`src/rtl/cache_refill_ctrl.sv`:
```
// cache_refill_ctrl: sequences one critical-word-first wrapping burst
// refill per tag miss and steers the refill line buffer.
module cache_refill_ctrl #(
  parameter int DW        = 64,
  parameter int LINE_DW   = 256,
  parameter int OFFSET_DW = 5,
  parameter int BURST_DW  = 2,
  parameter int BLOCK_DW  = 4,
  parameter int AW        = 32
) (
  input  logic                clk,
  input  logic                rstn,
  input  logic                miss_valid,
  output logic                miss_ready,
  input  logic [AW-1:0]       miss_addr,
  input  logic                miss_read,
  output logic                cache2mem_cmd_valid,
  input  logic                cache2mem_cmd_ready,
  output logic [AW-1:0]       cache2mem_cmd_addr,
  output logic [BURST_DW-1:0] cache2mem_cmd_len,
  input  logic                cache2mem_rsp_valid,
  output logic [BURST_DW-1:0] rsp_burst_cnt,
  output logic [BLOCK_DW-1:0] offset_mux_sel,
  output logic                burst_pre_go_on,
  output logic                burst_pre_rsp_vld,
  output logic                refill_wr_en,
  output logic                rsp_burst_done_neg,
  output logic                busy
);

  localparam int unused_beats = LINE_DW / DW;
  localparam int PAD_W = OFFSET_DW - BURST_DW;
  localparam logic [BURST_DW-1:0] LAST = BURST_DW'(BLOCK_DW - 1);
  localparam logic [BLOCK_DW-1:0] ONE  = BLOCK_DW'(1);

  typedef enum logic [2:0] {
    IDLE, CMD, DATA, FILL, DONE
  } state_e;

  state_e              state_q, state_d;
  logic                cmd_valid_q, cmd_valid_d;
  logic [AW-1:0]       cmd_addr_q, cmd_addr_d;
  logic [BURST_DW-1:0] cnt_q, cnt_d;
  logic [BLOCK_DW-1:0] sel_q, sel_d;
  logic                read_q, read_d;
  logic                go_on_q, go_on_d;
  logic                pre_q, pre_d;
  logic                wr_q, wr_d;
  logic                done_q, done_d;

  logic [BURST_DW-1:0] crit_idx;
  logic                unused_addr_lsb;

  assign crit_idx = miss_addr[OFFSET_DW-1:PAD_W];
  assign unused_addr_lsb = ^miss_addr[PAD_W-1:0];

  // Next-state and registered-output decode for the refill sequence
  always_comb begin
    state_d     = state_q;
    cmd_valid_d = cmd_valid_q;
    cmd_addr_d  = cmd_addr_q;
    cnt_d       = cnt_q;
    sel_d       = sel_q;
    read_d      = read_q;
    go_on_d     = 1'b0;
    pre_d       = go_on_q & read_q;
    wr_d        = 1'b0;
    done_d      = 1'b0;
    unique case (state_q)
      IDLE: begin
        if (miss_valid) begin
          state_d     = CMD;
          cmd_valid_d = 1'b1;
          cmd_addr_d  = {miss_addr[AW-1:OFFSET_DW],
                         crit_idx, {PAD_W{1'b0}}};
          sel_d       = ONE << crit_idx;
          read_d      = miss_read;
        end
      end
      CMD: begin
        if (cache2mem_cmd_ready) begin
          state_d     = DATA;
          cmd_valid_d = 1'b0;
          cnt_d       = '0;
        end
      end
      DATA: begin
        if (cache2mem_rsp_valid) begin
          go_on_d = (cnt_q == '0);
          if (cnt_q == LAST) begin
            cnt_d   = '0;
            state_d = FILL;
            wr_d    = 1'b1;
          end else begin
            cnt_d = cnt_q + BURST_DW'(1);
          end
        end
      end
      FILL: begin
        state_d = DONE;
        done_d  = 1'b1;
      end
      DONE: state_d = IDLE;
      default: state_d = IDLE;
    endcase
  end

  // State and output registers; reset aborts any refill in flight
  always_ff @(posedge clk or negedge rstn) begin
    if (!rstn) begin
      state_q     <= IDLE;
      cmd_valid_q <= 1'b0;
      cmd_addr_q  <= '0;
      cnt_q       <= '0;
      sel_q       <= '0;
      read_q      <= 1'b0;
      go_on_q     <= 1'b0;
      pre_q       <= 1'b0;
      wr_q        <= 1'b0;
      done_q      <= 1'b0;
    end else begin
      state_q     <= state_d;
      cmd_valid_q <= cmd_valid_d;
      cmd_addr_q  <= cmd_addr_d;
      cnt_q       <= cnt_d;
      sel_q       <= sel_d;
      read_q      <= read_d;
      go_on_q     <= go_on_d;
      pre_q       <= pre_d;
      wr_q        <= wr_d;
      done_q      <= done_d;
    end
  end

  assign miss_ready          = (state_q == IDLE);
  assign busy                = (state_q != IDLE);
  assign cache2mem_cmd_valid = cmd_valid_q;
  assign cache2mem_cmd_addr  = cmd_addr_q;
  assign cache2mem_cmd_len   = LAST;
  assign rsp_burst_cnt       = cnt_q;
  assign offset_mux_sel      = sel_q;
  assign burst_pre_go_on     = go_on_q;
  assign burst_pre_rsp_vld   = pre_q;
  assign refill_wr_en        = wr_q;
  assign rsp_burst_done_neg  = done_q;

endmodule

```
`config.mk`:
```
export PLATFORM = sky130hd
export DESIGN_NAME = cache_refill_ctrl
export DESIGN_NICKNAME = d
export VERILOG_FILES = /design/src/rtl/cache_refill_ctrl.sv
export SDC_FILE = /design/constraint.sdc
export NUM_CORES = 1
export LEC_CHECK = 0
export CORE_MARGIN = 1
export CORE_UTILIZATION = 34
export CTS_CLUSTER_SIZE = 14
export DETAILED_ROUTE_END_ITERATION = 10
export GPL_TIMING_DRIVEN = 0
export PLACE_DENSITY_LB_ADDON = 0.3
export SYNTH_ARGS = -nofsm -noshare
export SYNTH_HDL_FRONTEND = slang
export SYNTH_SLANG_ARGS = --single-unit
```
`constraint.sdc`:
```
create_clock -name clk -period 1.83 [get_ports clk]
set_input_delay 0.2745 -clock clk [delete_from_list [all_inputs] [get_ports clk]]
set_output_delay 0.2745 -clock clk [all_outputs]
set_load 0.01 [all_outputs]
```
* Word level (Yosys, flattened, before mapping)
Index checks and enable logic that the tools add are counted.
** Storage, ports and cells
- Flip-flop bits (word level) :: 44
- Bits of input ports :: 38
- Output and inout bits :: 47
- Logic and storage cells :: 48
** Cells by class
- Add/subtract/negate cells :: 1
- Equal/unequal tests :: 8
- Shifts and indexed selects :: 1
- Muxes and demuxes :: 18
- Bitwise gates (word level) :: 1
- Reductions and logical operators :: 9
** Operators with widths (number)
- 3-bit 2-to-1 mux :: 4
- 3-bit case mux with 4 select lines :: 1
- 1-bit 2-to-1 mux :: 8
- 2-bit inequality test (second input constant) :: 4
- 3-bit by 2-bit equality test with 1-bit output (second input constant) :: 2
- 2-bit 2-to-1 mux :: 3
- 3-bit AND reduction :: 2
- 2-bit case mux with 2 select lines :: 1
- 4-bit AND reduction :: 1
- 2-bit nonzero test :: 2
- 1-bit by 2-bit left shift with 4-bit output (first input constant) :: 1
- 3-bit by 1-bit equality test with 1-bit output (second input constant) :: 1
- 3-bit zero test :: 1
- 3-bit nonzero test :: 1
- 2-bit by 1-bit adder with 2-bit output (second input constant) :: 1
- 2-bit equality test (second input constant) :: 1
- 2-bit zero test :: 1
- 1-bit case mux with 2 select lines :: 1
- 2-bit AND reduction :: 1
- 1-bit bitwise AND :: 1

* Logic depth before layout (Yosys ltp)
- Depth in word-level cells :: 4
- Mapped depth :: 6

* Worst setup path before layout
No wires, ideal clock.
- Kind :: register to register
- From :: reg state_q[0]
- To :: reg read_q
- Arrival :: 1556 ps
- Required time :: 1705 ps
- Path slack :: 149 ps
- Cell stages (with the launch flop) :: 6
- Path buffers :: 3
- Period minus slack after synthesis :: 1681 ps
- Cell sequence :: dfrtp_1 > buf_6 > or4b_4 > buf_6 > buf_6 > mux2_4
** On the way
- Cells in the longest elaborated chain, start to end :: 2
** Ends and longest elaborated chain
- start: declaration :: line 40 : state_e state_q, state_d;
- start signal: assignment :: line 122 : state_q <= state_d;
- 3-bit zero test :: line 69 : unique case (state_q)
- 2-bit AND reduction (no line)
- end signal: assignment :: line 127 : read_q <= read_d;
- end: declaration :: line 45 : logic read_q, read_d;
No other way between the ends.
A chain may end at the register's enable or synchronous reset.

* Final worst setup path
Ends and elaborated chain as after synthesis.

==> reports/metrics.cfg <==
[yosys]
synthAdderAreaFrac=0.0140
yosys.area_share.simple=0.0681
synth_top_area_share=0.618
synth.avg_cell_area_sq_um=14.0
ys_top_cells_by_area=dfrtp_1, mux2_2, buf_4, buf_6, ha_1
yosysWarningCount=0
ys_ff_latch=44
synth_cell_type_count=26
ys_async_sr_fraction=1.00
syn_inst=127
synth-seq-area-share=0.618
synth_top_family_by_area=multiplexers
synth-xor-area-share=0
ys.flop_type=dfrtp_1
synth_edf_count=0
synth.most_common_cell=dfrtp_1
yosys.area.top_type=dfrtp_1
synth_area_sq_um=1780
ys_top_cells_by_count=dfrtp_1, mux2_2, nand2_1
synth-compound-area-share=0.0400
synthMuxAreaShare=0.197

[route]
first_pass_iters=4
postRouteAntennaNets=0
viasPerCell=4.35
totalWireLength_mm=3.49
num_vias=1230
drt_first_iter_violations=17
drcViolationCount=0
wl_per_cell_um=12.3

[sta]
rsz0062_at_grt=false
timing.fmax_ghz=0.569
fin_crit_ns=1.76
clock_skew_ns=0.00497
hold_viol_final=0
drv_slew=0
setup_violations=0
fin_crit_sh=0.961
layout_setup_ws_ns=0.0713

[floorplanning]
core_sq_um=4880
dieWidth_um=74.4
die_y_um=74.4
die_area_sq_um=5540
start_util=0.365
row_count=25
io_pins=85

[place]
placed_area_sq_um=2650
io_buffers=76
dp_cells=274
dpl.hpwl_mm=2.62
post-place-ws_ns=-0.153
place.gp.congestion=0.721

[worst_setup_path]
required_ns=2.01
cp-end-kind=flip-flop
critPathKind=flip-flop to flip-flop
worst_path_max_delay_cell=or4b_4
reg2reg_slack_ns=0.07
reg2reg_depth=5
slowest_delay_ns=0.54
r2r_start=state_q[0]$_DFFE_PN0P_
crit_arrival_ns=1.94
path_cells=buf_6 -> or4b_4 -> buf_6 -> buf_6 -> mux2_4
critPathLaunchType=flip-flop
path_common_cell=buf_6
r2r-end=read_q$_DFFE_PN0P_
critPathMaxFanout=10

[cts]
cts_setup_buffers=0
clk_pin_slew_ns=0.08
root_buffer=clkbuf_8
ctsLongestPathBuffers=2
cts_tree=built
cts_sinks=44
cts_buffers=5
clock_latency_ns=0.29
cts-htree-levels=2

[grt]
grt.total_usage=0.137
grt_pass1_wl_mm=5.57
grt_pass1_vias=1152
grt_max_degree=27
grt-ovfl-total=0
antenna_found_initial=0

[hold_path]
hold_path.class=primary input to asynchronous set/reset pin

[run_status]
status=completed

[final_layout]
post-route-util=0.569
layout-drive-gt1-share=0.250
final_cells=283
diodes=0
final_cell_area_sq_um=2780
syn_to_final_growth_pct=55.8
fin_nets=255

[pwr]
powerDensity_nw_per_um2=1610
vdd_drop_max_mv=0.729
p_leak_nw=1.22

[flow_run]
drv_cap=0

metal layers:
layer  global-route usage  wire, um  up-vias
li1                     -         -      598
met3               0.0501       292        2
met2                0.223      1630       53
met5                    0         0        -
met4               0.0377         9        0
met1                0.172      1560      577
repair_timing:
action                                  CTS  global route
resized for setup                         2             1
cloned                                    0             0
hold buffers                              1             0
endpoints found under the setup margin    2             1
endpoints found under the hold margin    18             0
worst max-delay path by stage:
stage	from	endpoint	slack [ns]
after floorplan	state_q[0]$_DFFE_PN0P_	read_q$_DFFE_PN0P_	0.15
after global placement	rstn	state_q[2]$_DFFE_PN0P_	-0.75
after detailed placement	miss_valid	read_q$_DFFE_PN0P_	-0.15
after CTS	state_q[0]$_DFFE_PN0P_	busy	0.03
after global routing	state_q[0]$_DFFE_PN0P_	read_q$_DFFE_PN0P_	0.02
final	state_q[0]$_DFFE_PN0P_	read_q$_DFFE_PN0P_	0.07
layout make-up:
cell class / instances / area, sq um
clock inverters: 2 / 35.0
well taps: 67 / 83.8
multi-input cells: 70 / 593
plain buffers: 11 / 86.3
clock buffers: 6 / 72.6
inverters: 5 / 18.8
flip-flops and latches: 44 / 1100
repair buffers: 78 / 787
fillers: 435 / 2100
sequential cells by signal (all words and copies together) (netlist names):
name and count:
cache2mem_cmd_addr 29, offset_mux_sel 4, state_q 3, rsp_burst_cnt 2
burst_pre_go_on 1, burst_pre_rsp_vld 1, cache2mem_cmd_valid 1, read_q 1
refill_wr_en 1, rsp_burst_done_neg 1
cells in the final DEF, fill, tap and decap left out:
cell type	instances
mux2i_1	1
clkbuf_1	1
o21ai_0	4
dfrtp_1	44
or4b_4	1
a21bo_2	1
o31ai_1	1
and4bb_2	1
clkbuf_8	5
mux2_4	1
buf_12	1
clkinv_2	1
dlymetal6s2s_1	1
a31oi_1	1
a21oi_1	2
dlygate4sd2_1	1
a22o_1	2
dlygate4sd3_1	1
nor3_2	1
nor2_1	2
buf_6	3
buf_2	4
and3_1	2
nand2b_1	2
bufinv_16	1
nand3_1	2
buf_4	5
and2_1	3
clkdlybuf4s50_1	73
nand2_1	6
inv_1	5
ha_1	2
conb_1	5
nor2b_1	1
mux2_2	29
power by group:
group | leakage (nW) | switching, mW | internal, mW | total (mW)
sequential | 0.536 | 0.214 | 1.42 | 1.64
clock | 0.0552 | 0.309 | 0.405 | 0.714
combinational | 0.632 | 0.786 | 1.33 | 2.12
total | 1.22 | 1.31 | 3.16 | 4.47
critical path: cells and delay by family, from the launching register on:
family,cells,cell delay [ns]
flip-flops,1,0.38
AND/OR/NAND/NOR,1,0.54
buffers and inverters,3,0.45
multiplexers,1,0.28
logic make-up (layout without fill, tap and decap cells):
family          Yosys count  count (layout)
mux                      31              31
compound gates           11              11
flops                    44              44
buf+inv                  16             102
fa+ha+maj                 2               2
other cells               2               5
simple gates             21              21
stage by stage:
step	hold WS [ns]	TNS, ns	total power [mW]
after global routing	0.508	0	4.78
after CTS	0.467	0	4.55
after detailed placement	0.247	-1.52	3.82
final	0.461	0	4.47
after floorplan	-0.0211	0	2.68
after global placement	0.460	-34.50	3.76
Note: power is estimated with default switching activity, not from simulation.
